$ cat config.mk
export PLATFORM = sky130hd
export DESIGN_NAME = pixel_scan_gen
export DESIGN_NICKNAME = d
export VERILOG_FILES = /design/src/rtl/fractal_pkg.sv /design/src/rtl/pixel_scan_gen_scan_counter.sv /design/src/rtl/pixel_scan_gen.sv
export SDC_FILE = /design/constraint.sdc
export NUM_CORES = 1
export LEC_CHECK = 0
export BUFFER_PORTS_ARGS = -buffer_cell sky130_fd_sc_hd__buf_2
export CAP_MARGIN = 10
export CORE_MARGIN = 2
export CORE_UTILIZATION = 55
export DETAILED_ROUTE_END_ITERATION = 10
export HOLD_SLACK_MARGIN = 0.02
export PLACE_DENSITY = 0.86
export SLEW_MARGIN = 20
export SYNTH_ARGS = -nofsm -noshare
export SYNTH_HDL_FRONTEND = slang
export SYNTH_HIERARCHICAL = 1
export SYNTH_SLANG_ARGS = --single-unit
$ cat constraint.sdc
create_clock -name clock -period 3.7 [get_ports clock]
set_clock_uncertainty 0.2 [all_clocks]
set_input_delay 0 -clock clock [delete_from_list [all_inputs] [get_ports clock]]
set_output_delay 0 -clock clock [all_outputs]
set_load 0.05 [all_outputs]
$ cat src/rtl/fractal_pkg.sv
// Shared definitions for the fractal pipeline: default frame geometry and scan states.
package fractal_pkg;

  localparam int H_RES_DEF  = 640;
  localparam int V_RES_DEF  = 480;
  localparam int ADDR_W_DEF = 19;

  typedef enum logic {
    SCAN_IDLE = 1'b0,
    SCAN_RUN  = 1'b1
  } scan_state_t;

endpackage

$ cat src/rtl/pixel_scan_gen_scan_counter.sv
// Raster x/y/address counter with programmable bounds and line jump.
// Priority: clear > load > advance; advancing past the last pixel reloads the first one.
module scan_counter #(
  parameter int X_W    = 10,
  parameter int Y_W    = 9,
  parameter int ADDR_W = 19
) (
  input  logic              clock,
  input  logic              reset,
  input  logic              clear,
  input  logic              load,
  input  logic              advance,
  input  logic [X_W-1:0]    x_first,
  input  logic [X_W-1:0]    x_last,
  input  logic [Y_W-1:0]    y_first,
  input  logic [Y_W-1:0]    y_last,
  input  logic [ADDR_W-1:0] addr_first,
  input  logic [ADDR_W-1:0] line_jump,
  output logic [X_W-1:0]    x,
  output logic [Y_W-1:0]    y,
  output logic [ADDR_W-1:0] addr,
  output logic              x_at_last,
  output logic              y_at_last
);

  logic [X_W-1:0]    x_q, x_d;
  logic [Y_W-1:0]    y_q, y_d;
  logic [ADDR_W-1:0] addr_q, addr_d;

  assign x_at_last = (x_q == x_last);
  assign y_at_last = (y_q == y_last);

  always_comb begin
    x_d    = x_q;
    y_d    = y_q;
    addr_d = addr_q;
    if (clear) begin
      x_d    = '0;
      y_d    = '0;
      addr_d = '0;
    end else if (load) begin
      x_d    = x_first;
      y_d    = y_first;
      addr_d = addr_first;
    end else if (advance) begin
      if (!x_at_last) begin
        x_d    = x_q + X_W'(1);
        addr_d = addr_q + ADDR_W'(1);
      end else if (!y_at_last) begin
        // line_jump skips the columns outside the scanned window
        x_d    = x_first;
        y_d    = y_q + Y_W'(1);
        addr_d = addr_q + line_jump;
      end else begin
        x_d    = x_first;
        y_d    = y_first;
        addr_d = addr_first;
      end
    end
  end

  always_ff @(posedge clock or posedge reset) begin
    if (reset) begin
      x_q    <= '0;
      y_q    <= '0;
      addr_q <= '0;
    end else begin
      x_q    <= x_d;
      y_q    <= y_d;
      addr_q <= addr_d;
    end
  end

  assign x    = x_q;
  assign y    = y_q;
  assign addr = addr_q;

endmodule

$ cat src/rtl/pixel_scan_gen.sv
// Frame scanner issuing one pixel token per valid/ready handshake, lines dealt round-robin to solvers.
// Optional region-of-interest scan is enabled by defining PIXEL_SCAN_ROI_EN.
module pixel_scan_gen
  import fractal_pkg::*;
#(
  parameter int H_RES       = H_RES_DEF,
  parameter int V_RES       = V_RES_DEF,
  parameter int NUM_SOLVERS = 1,
  parameter int ID_W        = 6,
  parameter int ADDR_W      = ADDR_W_DEF,
  parameter int X_W         = 10,
  parameter int Y_W         = 9
) (
  input  logic              clock,
  input  logic              reset,
  input  logic              start,
  input  logic              continuous,
  input  logic              abort,
`ifdef PIXEL_SCAN_ROI_EN
  input  logic [X_W-1:0]    roi_x0,
  input  logic [X_W-1:0]    roi_x1,
  input  logic [Y_W-1:0]    roi_y0,
  input  logic [Y_W-1:0]    roi_y1,
`endif
  output logic              out_valid,
  input  logic              out_ready,
  output logic [ID_W-1:0]   solver_id,
  output logic [ADDR_W-1:0] solver_addr,
  output logic [X_W-1:0]    pix_x,
  output logic [Y_W-1:0]    pix_y,
  output logic              sof,
  output logic              eol,
  output logic              eof,
  output logic              busy,
  output logic              frame_done
);

  scan_state_t     state_q, state_d;
  logic            cont_q, cont_d;
  logic            valid_q, valid_d;
  logic [ID_W-1:0] id_q, id_d;
  logic            done_q, done_d;

  logic              cnt_clear, cnt_load, cnt_advance;
  logic              x_at_last, y_at_last;
  logic [X_W-1:0]    bnd_x0, bnd_x1;
  logic [Y_W-1:0]    bnd_y0, bnd_y1;
  logic [ADDR_W-1:0] addr_first, line_jump;
  logic              start_ok;

`ifdef PIXEL_SCAN_ROI_EN
  logic [X_W-1:0] roi_x0_q, roi_x1_q;
  logic [Y_W-1:0] roi_y0_q, roi_y1_q;
  logic           roi_ok;

  assign roi_ok   = (roi_x0 <= roi_x1) && (roi_y0 <= roi_y1);
  assign start_ok = start && roi_ok && (state_q == SCAN_IDLE);

  // While idle the live inputs feed the first load; afterwards the latched window is used.
  assign bnd_x0 = (state_q == SCAN_IDLE) ? roi_x0 : roi_x0_q;
  assign bnd_x1 = (state_q == SCAN_IDLE) ? roi_x1 : roi_x1_q;
  assign bnd_y0 = (state_q == SCAN_IDLE) ? roi_y0 : roi_y0_q;
  assign bnd_y1 = (state_q == SCAN_IDLE) ? roi_y1 : roi_y1_q;

  // H_RES is a constant, so the base offset reduces to shifts and adds.
  assign addr_first = ADDR_W'(bnd_y0) * ADDR_W'(H_RES) + ADDR_W'(bnd_x0);
  assign line_jump  = ADDR_W'(H_RES) - ADDR_W'(bnd_x1) + ADDR_W'(bnd_x0);

  always_ff @(posedge clock or posedge reset) begin
    if (reset) begin
      roi_x0_q <= '0;
      roi_x1_q <= '0;
      roi_y0_q <= '0;
      roi_y1_q <= '0;
    end else if (start_ok && !abort) begin
      roi_x0_q <= roi_x0;
      roi_x1_q <= roi_x1;
      roi_y0_q <= roi_y0;
      roi_y1_q <= roi_y1;
    end
  end
`else
  assign start_ok   = start && (state_q == SCAN_IDLE);
  assign bnd_x0     = '0;
  assign bnd_x1     = X_W'(H_RES - 1);
  assign bnd_y0     = '0;
  assign bnd_y1     = Y_W'(V_RES - 1);
  assign addr_first = '0;
  assign line_jump  = ADDR_W'(1);
`endif

  scan_counter #(
    .X_W    (X_W),
    .Y_W    (Y_W),
    .ADDR_W (ADDR_W)
  ) u_counter (
    .clock      (clock),
    .reset      (reset),
    .clear      (cnt_clear),
    .load       (cnt_load),
    .advance    (cnt_advance),
    .x_first    (bnd_x0),
    .x_last     (bnd_x1),
    .y_first    (bnd_y0),
    .y_last     (bnd_y1),
    .addr_first (addr_first),
    .line_jump  (line_jump),
    .x          (pix_x),
    .y          (pix_y),
    .addr       (solver_addr),
    .x_at_last  (x_at_last),
    .y_at_last  (y_at_last)
  );

  always_comb begin
    state_d     = state_q;
    cont_d      = cont_q;
    valid_d     = valid_q;
    id_d        = id_q;
    done_d      = 1'b0;
    cnt_clear   = 1'b0;
    cnt_load    = 1'b0;
    cnt_advance = 1'b0;
    if (abort) begin
      state_d   = SCAN_IDLE;
      cont_d    = 1'b0;
      valid_d   = 1'b0;
      id_d      = '0;
      cnt_clear = 1'b1;
    end else begin
      case (state_q)
        SCAN_IDLE: begin
          if (start_ok) begin
            state_d  = SCAN_RUN;
            cont_d   = continuous;
            valid_d  = 1'b1;
            id_d     = '0;
            cnt_load = 1'b1;
          end
        end
        default: begin
          if (valid_q && out_ready) begin
            if (x_at_last && y_at_last) begin
              done_d = 1'b1;
              id_d   = '0;
              if (cont_q) begin
                cnt_load = 1'b1;
              end else begin
                state_d   = SCAN_IDLE;
                valid_d   = 1'b0;
                cnt_clear = 1'b1;
              end
            end else begin
              cnt_advance = 1'b1;
              if (x_at_last) begin
                id_d = (id_q == ID_W'(NUM_SOLVERS - 1)) ? '0 : id_q + ID_W'(1);
              end
            end
          end
        end
      endcase
    end
  end

  always_ff @(posedge clock or posedge reset) begin
    if (reset) begin
      state_q <= SCAN_IDLE;
      cont_q  <= 1'b0;
      valid_q <= 1'b0;
      id_q    <= '0;
      done_q  <= 1'b0;
    end else begin
      state_q <= state_d;
      cont_q  <= cont_d;
      valid_q <= valid_d;
      id_q    <= id_d;
      done_q  <= done_d;
    end
  end

  assign out_valid  = valid_q;
  assign solver_id  = id_q;
  assign busy       = (state_q != SCAN_IDLE);
  assign frame_done = done_q;
  assign sof        = valid_q && (pix_x == bnd_x0) && (pix_y == bnd_y0);
  assign eol        = valid_q && x_at_last;
  assign eof        = valid_q && x_at_last && y_at_last;

endmodule

==> results of run 1 <==
## worst max-delay path: cells and delay by family (launching register included)
family	cells	cell delay, ns
AO/OA/AOI/OAI	3	0.53
XOR/XNOR	1	0.24
buffers and inverters	3	0.49
flip-flops	1	0.45
AND/OR/NAND/NOR	5	1.33
## state kept, by name (all words and copies together), names as in the netlist
name            flops
busy                1
u_counter/y         9
u_counter/x        10
solver_id           6
cont_q              1
u_counter/addr     19
out_valid           1
frame_done          1
## metrics by stage
step	worst slack (ns)	cell area, sq um
finish	0.3584	5338
global route	0.05527	5338
CTS	0.3372	5329
detailed placement	0.3754	5161
global placement	0.4838	5161
floorplan	0.08238	4761
## area by class of cell
class | count | area, sq um | share of cell area [%]
multi-input combinational | 553 | 3423 | 64.13
sequential | 48 | 1201 | 22.50
timing repair buffer | 72 | 417.9 | 7.829
tap | 102 | 127.6 | 2.391
clock buffer | 6 | 72.57 | 1.360
inverter | 16 | 60.06 | 1.125
clock inverter | 2 | 35.03 | 0.6564
## routing by layer
layer | track usage [%] | vias up
li1 | - | 2273
met1 | 35.59 | 2242
met2 | 49.58 | 123
met3 | 2.408 | 14
met4 | 6.522 | 0
met5 | 0 | -
## timing repair
| action | CTS | global route |
|---|---|---|
| setup buffers | 0 | 1 |
| endpoints found under the hold margin | 53 | 0 |
| resized for setup | 0 | 2 |
| hold buffers | 6 | 0 |
| endpoints found under the setup margin | 0 | 10 |
## cells by family (layout without fill, tap and decap cells)
group                    Yosys count  count (layout)
flip-flops                        48              48
multiplexers                       5               5
adder cells (fa/ha/maj)           24              24
buffers and inverters             37              96
AND/OR/NAND/NOR                  220             220
other                              2              84
AO/OA/AOI/OAI                    185             185
XOR/XNOR                          35              35
## layout by cell type, fill, tap and decap left out, types with 3 or more instances in the layout
cell type | synthesis | routed
o21ai_0 | 60 | 60
nor4_1 | 9 | 9
nor2_1 | 51 | 51
xor2_1 | 14 | 14
conb_1 | 2 | 84
mux2i_1 | 4 | 4
dlygate4sd3_1 | 0 | 6
and3_1 | 17 | 17
nor2b_1 | 8 | 8
inv_1 | 14 | 14
nand3_1 | 21 | 21
o211ai_1 | 5 | 5
clkbuf_8 | 0 | 5
nor3b_1 | 6 | 6
dfrtp_1 | 48 | 48
o221ai_1 | 6 | 6
buf_4 | 1 | 11
a31oi_1 | 6 | 6
and2_1 | 3 | 3
a21oi_1 | 33 | 33
buf_2 | 6 | 55
nand4_1 | 11 | 11
ha_1 | 23 | 23
o21bai_1 | 3 | 3
xnor2_1 | 20 | 20
o22ai_1 | 4 | 4
o21a_1 | 4 | 4
a21o_1 | 18 | 18
nor3_1 | 14 | 13
a22o_1 | 5 | 5
a221oi_1 | 3 | 3
nand2b_1 | 4 | 4
a311oi_1 | 3 | 3
a211oi_1 | 7 | 7
nand2_1 | 47 | 47
or3_1 | 5 | 5
## power by group through the flow
stage          Combinational [uW]  Clock, uW  Sequential [uW]
2_1_floorplan                 192          0              603
3_3_place_gp                  286          0              568
3_5_place_dp                  295          0              569
4_1_cts                       301        400              559
5_1_grt                       338        418              562
6_report                      308        392              559
## worst paths after layout
| check | startpoint | endpoint | slack, ns |
|---|---|---|---|
| max | u_counter/x[8] | u_counter/y[0] | 0.36 |
| max in group asynchronous | reset | solver_id[1] | 2.46 |
| min | reset | u_counter/x[9] | 0.18 |
| min reg2reg | solver_id[5] | solver_id[5] | 0.38 |
| min in group clock | out_ready | solver_id[1] | 0.22 |
| max reg2reg | u_counter/x[8] | u_counter/y[0] | 0.36 |
==> flow_results.org, run 1 <==
** Pwr
- Leakage :: 0.002681 uW
- Comb pwr share :: 24.5%
- Registers are responsible for 44.4% of the overall power.
- Worst vdd rail ir drop :: 0.0002164 V
- The design draws 1259 uW.
- For this design the total switching power over the nets is 420.0 uW.
- Cell internal power was estimated by the tool at 838.6 uW.
- Power density over cell area :: 235.8 nW/um^2
- Of the total power, the share spent switching nets is 33.37%.
- Clock network fraction of total power :: 31.1%

** Floorplanning
- Die Outline Area :: 8832 sq um
- Row count :: 32
- Floorplan Core Area :: 7767 sq um
- Chip Width :: 93.98 um
- # IOs :: 56
- Measured along the y axis, the die boundary spans 93.98 um.
- The initial utilization of the core area, before any placement, comes to 57.33%.

** Synthesis
- During synthesis, Yosys emitted a total of 6 warnings.
- Post-Syn Instances :: 556
- Top cell type's share of synthesized area :: 26.97%
- Among all flip-flop cells after synthesis, the most frequent one is dfrtp_1.
- Cell taking the most area after synthesis :: dfrtp_1
- Top post-synthesis cells by count :: 60 x o21ai_0, 51 x nor2_1, 48 x dfrtp_1
- Arithmetic-cell share of the synthesized area counting full adders, half adders and majority gates :: 6.912%
- Fraction of synthesized area in multiplexers :: 1.236%
- Most frequent cell after synthesis :: o21ai_0
- Combinational family with the most area after synthesis :: compound AO/OA/AOI/OAI gates
- Fraction of registers with async set/reset :: 100.0%
- The synthesized netlist devotes 26.47% of its cell area to simple gates.
- The synthesized design contains 0 enable-type register cells.
- Of the total synthesized cell area, the portion taken by XOR and XNOR cells is 7.053%.
- Portion of the post-synthesis area used by sequential elements :: 26.97%
- Main area contributors after synthesis :: dfrtp_1 27%, o21ai_0 6.7%, ha_1 6.5%
- Area of the mapped netlist :: 4453 sq um
- Average cell area after synthesis :: 8.009 sq um
- The netlist uses 80 different library cells.
- After synthesis the netlist holds a flip-flop and latch count of 48.
- Compound-gate portion of the synthesized area :: 27.79%

** Setup path
- On the critical path, the stage with the largest delay is an instance of dfrtp_1.
- The worst register-to-register path has a depth of 12.
- For the worst setup path, the data arrival time is 3.35 ns.
- Type of element launching the critical path :: flip-flop
- Among the stages of the critical path, the cell type that occurs most often is buf_4.
- Traced cell by cell, the critical path runs through xnor2_1 > nand4_2 > nor3_2 > and4_2 > a31oi_1 > nor2_1 > buf_4 > inv_1 > buf_4 > nand2_1 > o21ai_0 > a32o_1.
- The largest single stage delay on the critical path is 0.45 ns.
- The worst setup path is captured at a flip-flop.
- CP Class :: reg2reg
- Required time of the critical path :: 3.71 ns
- Worst-path maximum fanout :: 17

** Global routing
- Overflow after GRT :: 0
- The first global-routing pass estimated 20050 um of wire.
- Global routing used 27.53% of the available tracks.
- The initial antenna violation count was 0.
- Entering global routing, the biggest net connects 39 pins.
- Vias in the first global route :: 4375

** CTS
- Later-pin clock latency in the skew report :: 0.31 ns
- CTS tree :: built
- Counting along the longest clock path gives a buffer depth of 2.
- Clock tree synthesis inserted a total of 5 buffers.
- Clock root buffer :: clkbuf_8
- CTS built an H-tree with a depth of 2.
- CTS saw 48 sinks.
- After clock tree synthesis, the clock-pin slew on the worst setup and hold paths is 0.09 ns.

** Placement
- The wire-length estimate of the detail-placed layout is 8896 um.
- IO Port Bufs :: 55
- Cell count after placement :: 784
- The congestion estimate from routability-driven global placement came to 0.8680.

** Route
- Met2 WL post-DR :: 6155 um
- The highest layer touched by signal routing is met4.
- Routed length per instance :: 15.18 um
- Summed over all layers, the routed wires come to 12130 um.
- Met3 routed WL :: 496 um
- Via density per instance :: 5.822
- Met1 Wirelength :: 5377 um
- In this run the remaining antenna-violating nets after routing total 0.
- Number of DRC markers after the initial detailed-route iteration :: 280
- Drt first pass iters :: 5
- Detailed-route DRC error count :: 0
- Summing over every cut layer, the via total after detailed routing is 4652.

** Timing
- Subtracting the final worst setup slack from the clock period gives 3.342 ns.
- Unrepaired setup endpoints after global routing :: false
- Pin slew with the least headroom to its limit :: 0.7685 ns
- Summed over all failing endpoints, the final setup total negative slack is 0 ns.
- The count of pins over their slew limit was 0.
- Final clock period utilization by the worst path :: 90.31%
- Worst hold margin :: 0.1815 ns
- Endpoints failing setup :: 0
- Static timing analysis puts the maximum clock frequency at 299.3 MHz.
- Number of hold violations in the final report :: 0
- Worst slew margin relative to its limit :: 48.76%

** Layout
- Of the cells placed in the final design, the portion with a size suffix greater than 1 is 14.20%.
- Compared with the post-synthesis result, the final layout area differs by 19.87%.
- Measured on the finished design, the core utilization comes to 68.72%.
- Layout Nets :: 726
- Excluding fillers, the count of instances in the completed layout stands at 799.
- The repair_antennas step left the layout with diodes totalling 0.
- Filler Cell Count :: 679

** Worst hold path
- Path class of the lowest-slack min-delay path :: in2async

** Status
- Status :: completed

** Job
- Max-cap violations in this run came to 0.
No activity file was read; power rests on OpenSTA's default activity.
==> run 2: changes to the inputs <==
- CTS_CLUSTER_SIZE: default -> 12
- PLACE_DENSITY: 0.86 -> default
- PLACE_DENSITY_LB_ADDON: default -> 0.08
==> run 2 against run 1 <==
  * First-iteration DRC count decreased by 7.5%
  * Flip-flop and latch count unchanged
  * Sequential share of layout area increased by 0.12 points
  * Fmax decreased by 3.8%
  * Sequential power about the same
  * Die area unchanged
  * Critical path depth unchanged
  * Final area decreased by 0.45%
==> flow_results.org, run 2 (synthesis gave the netlist of run 1 again) <==
** Placement
- The global placement routability congestion is 0.8799 (+1.4%).
- The placed wire-length estimate is 8629 um (-3.0%).
- IO Port Bufs :: 55 (unchanged)
- The cell count after placement was 784 (unchanged).

** Pwr
- The internal cell power was 789.8 uW (-5.8%).
- Tot Pwr :: 1196 uW (-5.0%)
- Comb pwr share :: 25.4% (+0.9 points)
- Leakage :: 0.002668 uW (-0.49%)
- The peak supply drop was 0.0001480 V (-32%).
- Share of total power in sequential cells :: 46.8% (+2.4 points)
- The fraction of power consumed by the clock network was 27.8% (-3.3 points).
- Power density over cell area :: 225.0 nW/um^2 (-4.6%)
- Switching Power :: 405.9 uW (-3.4%)
- The switching part of the total was 33.95% (+0.58 points).

** Status
- Status :: completed

** Setup path
- Worst-path maximum fanout :: 16 (-1)
- Type of element launching the critical path :: flip-flop
- Critical Path End :: u_counter/x[2]
- In this run the critical register-to-register path is launched from u_counter/x[4].
- Launching instance or port of the critical path :: u_counter/x[4]
- By startpoint and endpoint, the worst setup path is classified as reg2reg.
- Number of cells traversed by the worst register-to-register path :: 12 (unchanged)
- R2R setup slack :: 0.23 ns (-0.13 ns)
- Required time of the critical path :: 3.72 ns (about the same)
- Reg2Reg Capture Point :: u_counter/x[2]
- Data arrival time of the critical path :: 3.49 ns (+0.14 ns)
- The worst setup path is captured at a flip-flop.

** Route
- Via count of the routed design :: 4633 (-0.41%)
- Detailed-route DRC error count :: 0 (unchanged)
- The via density per instance was 5.806 (-0.28%).
- Number of DRC markers after the initial detailed-route iteration :: 259 (-7.5%)
- Remaining antenna violation count :: 0 (unchanged)
- The total routed wirelength is 11720 um (-3.3%).
- The first-pass detailed-route iteration total came to 5 (unchanged).
- Routed length per instance :: 14.69 um (-3.2%)

** Timing
- Pin slew with the least headroom to its limit :: 0.7943 ns (+0.02576 ns)
- The relative slew slack was 47.05% (-1.7 points).
- The post-route clock period utilization came to 93.92% (+3.6 points).
- Unrepaired setup endpoints after global routing :: false
- The final count of hold timing violations came to 0 (unchanged).
- Setup TNS :: 0 ns (unchanged)
- Final critical path time including I/O delays and setup :: 3.475 ns (+0.1333 ns)
- Max-slew violation count :: 0 (unchanged)
- The maximum frequency from static timing analysis was 287.8 MHz (-3.8%).
- The total of endpoints with negative setup slack in the final report is 0 (unchanged).

** Floorplanning
- The x dimension of the die came to 93.98 um (unchanged).
- Floorplan Core Area :: 7767 sq um (unchanged)
- Die height :: 93.98 um (unchanged)
- The area of the die came to 8832 sq um (unchanged).
- # IOs :: 56 (unchanged)
- The effective utilization at floorplan came to 57.33% (unchanged).
- Row count :: 32 (unchanged)

** Layout
- The number of fill cells in the layout was 681 (+0.29%).
- Layout Cells excl Fill :: 798 (-0.13%)
- Number of diodes :: 0 (unchanged)
- Relative area change from synthesis to final layout :: 19.33%
- The share of layout cells above drive strength 1 came to 14.22% (+0.020 points).
- The net count reported at finish came to 725 (-0.14%).
- The flip-flop count of the largest register after layout came to 19 (unchanged).
- Leaving out fill and tap cells, the most frequent cell in the layout is conb_1.
- Highest-count cells in the layout ignoring fill and taps :: 84 x conb_1, 60 x o21ai_0, 55 x buf_2, 51 x nor2_1

** Global routing
- Overflow after GRT :: 0 (unchanged)
- The initial antenna violation count is 0 (unchanged).
- Vias in the first global route :: 4372 (-0.069%)
- Met1 track demand over resource :: 37.89% (+2.3 points)
- The layer flagged by global routing as most heavily used is met2.
- The maximum number of pins on one net before global-route repair is 39 (unchanged).
- The met3 capacity usage during global routing was 2.247% (-0.16 points).
- First-pass GRT wire length :: 20100 um (+0.24%)
- Global-route total usage across every layer :: 27.77% (+0.24 points)
- The met2 capacity usage during global routing is 47.50% (-2.1 points).

** CTS
- Bufs on Longest Clock Path :: 2 (unchanged)
- TritonCTS built the clock tree.
- The clock edge transition at the registers on the reported setup and hold paths came to 0.09 ns (about the same).
- Maximum level of the CTS H-tree :: 2 (unchanged)
- Clock root buffer :: clkbuf_8
- The number of clock buffers inserted by TritonCTS was 5 (unchanged).
- The clock net sink count is 48 (unchanged).
- Later-pin clock latency in the skew report :: 0.30 ns (about the same)

** Job
- Max-capacitance violation count :: 0 (unchanged)

** Worst hold path
- The min-delay analysis places its worst path in the category in2async.
[run 2: critical path, cell delays in order, from the launching register on]
cell,delay (ns)
dfrtp_1,0.51
xnor2_1,0.17
nand4_1,0.29
nor3_2,0.24
and4_1,0.35
a31oi_1,0.11
nor2_1,0.29
nor2_1,0.10
or2_2,0.43
or2_1,0.37
nor2_1,0.13
o21ai_0,0.09
o21ai_0,0.09
[run 2: per-stage QoR]
stage               setup WS (ns)  utilization [%]  hold WS (ns)  instance area [sq um]
global route              0.02704            68.41       0.08530                   5314
finish                     0.2251            68.41       0.01866                   5314
detailed placement         0.1735            66.45       -0.1909                   5161
CTS                        0.1203            68.25       0.02756                   5301
floorplan                 0.08238                -       -0.3598                   4761
global placement           0.3253            66.45       -0.2048                   5161
[run 2: routing by layer]
layer  vias up  wire (um)
met5         -          0
met4         0        220
met3        22        636
met2       158       5516
met1      2184       5351
li1       2269          -
[run 2: layout make-up]
cell class,instances,area (sq um),area share (%)
tap,102,127.6,2.402
timing repair buffer,71,411.6,7.747
sequential,48,1202,22.63
multi-input combinational,553,3422,64.40
inverter,16,60.06,1.130
clock buffer,8,90.09,1.695
[run 2: how the worst min path moves through the flow]
stage           from            to  slack (ns)  cells after the start
2_1_floorplan  reset          busy       -0.36                      1
3_3_place_gp   reset          busy       -0.20                      2
3_5_place_dp   reset     out_valid       -0.19                      2
4_1_cts        reset  solver_id[0]        0.03                      3
5_1_grt        reset  solver_id[0]        0.09                      3
6_report       reset        cont_q        0.02                      3
[run 2: timing repair]
item                                    4_1_cts  5_1_grt
endpoints found under the hold margin        53        0
setup buffers                                 0        1
gates resized for setup                       0        4
hold buffers                                  5        0
endpoints found under the setup margin        0       17
[run 2: power by group through the flow]
stage	logic, uW	registers (uW)	clock network (uW)
after CTS	298	559	336
after global placement	288	568	0
final	304	559	333
after detailed placement	294	569	0
after global routing	338	562	355
after floorplan	192	603	0
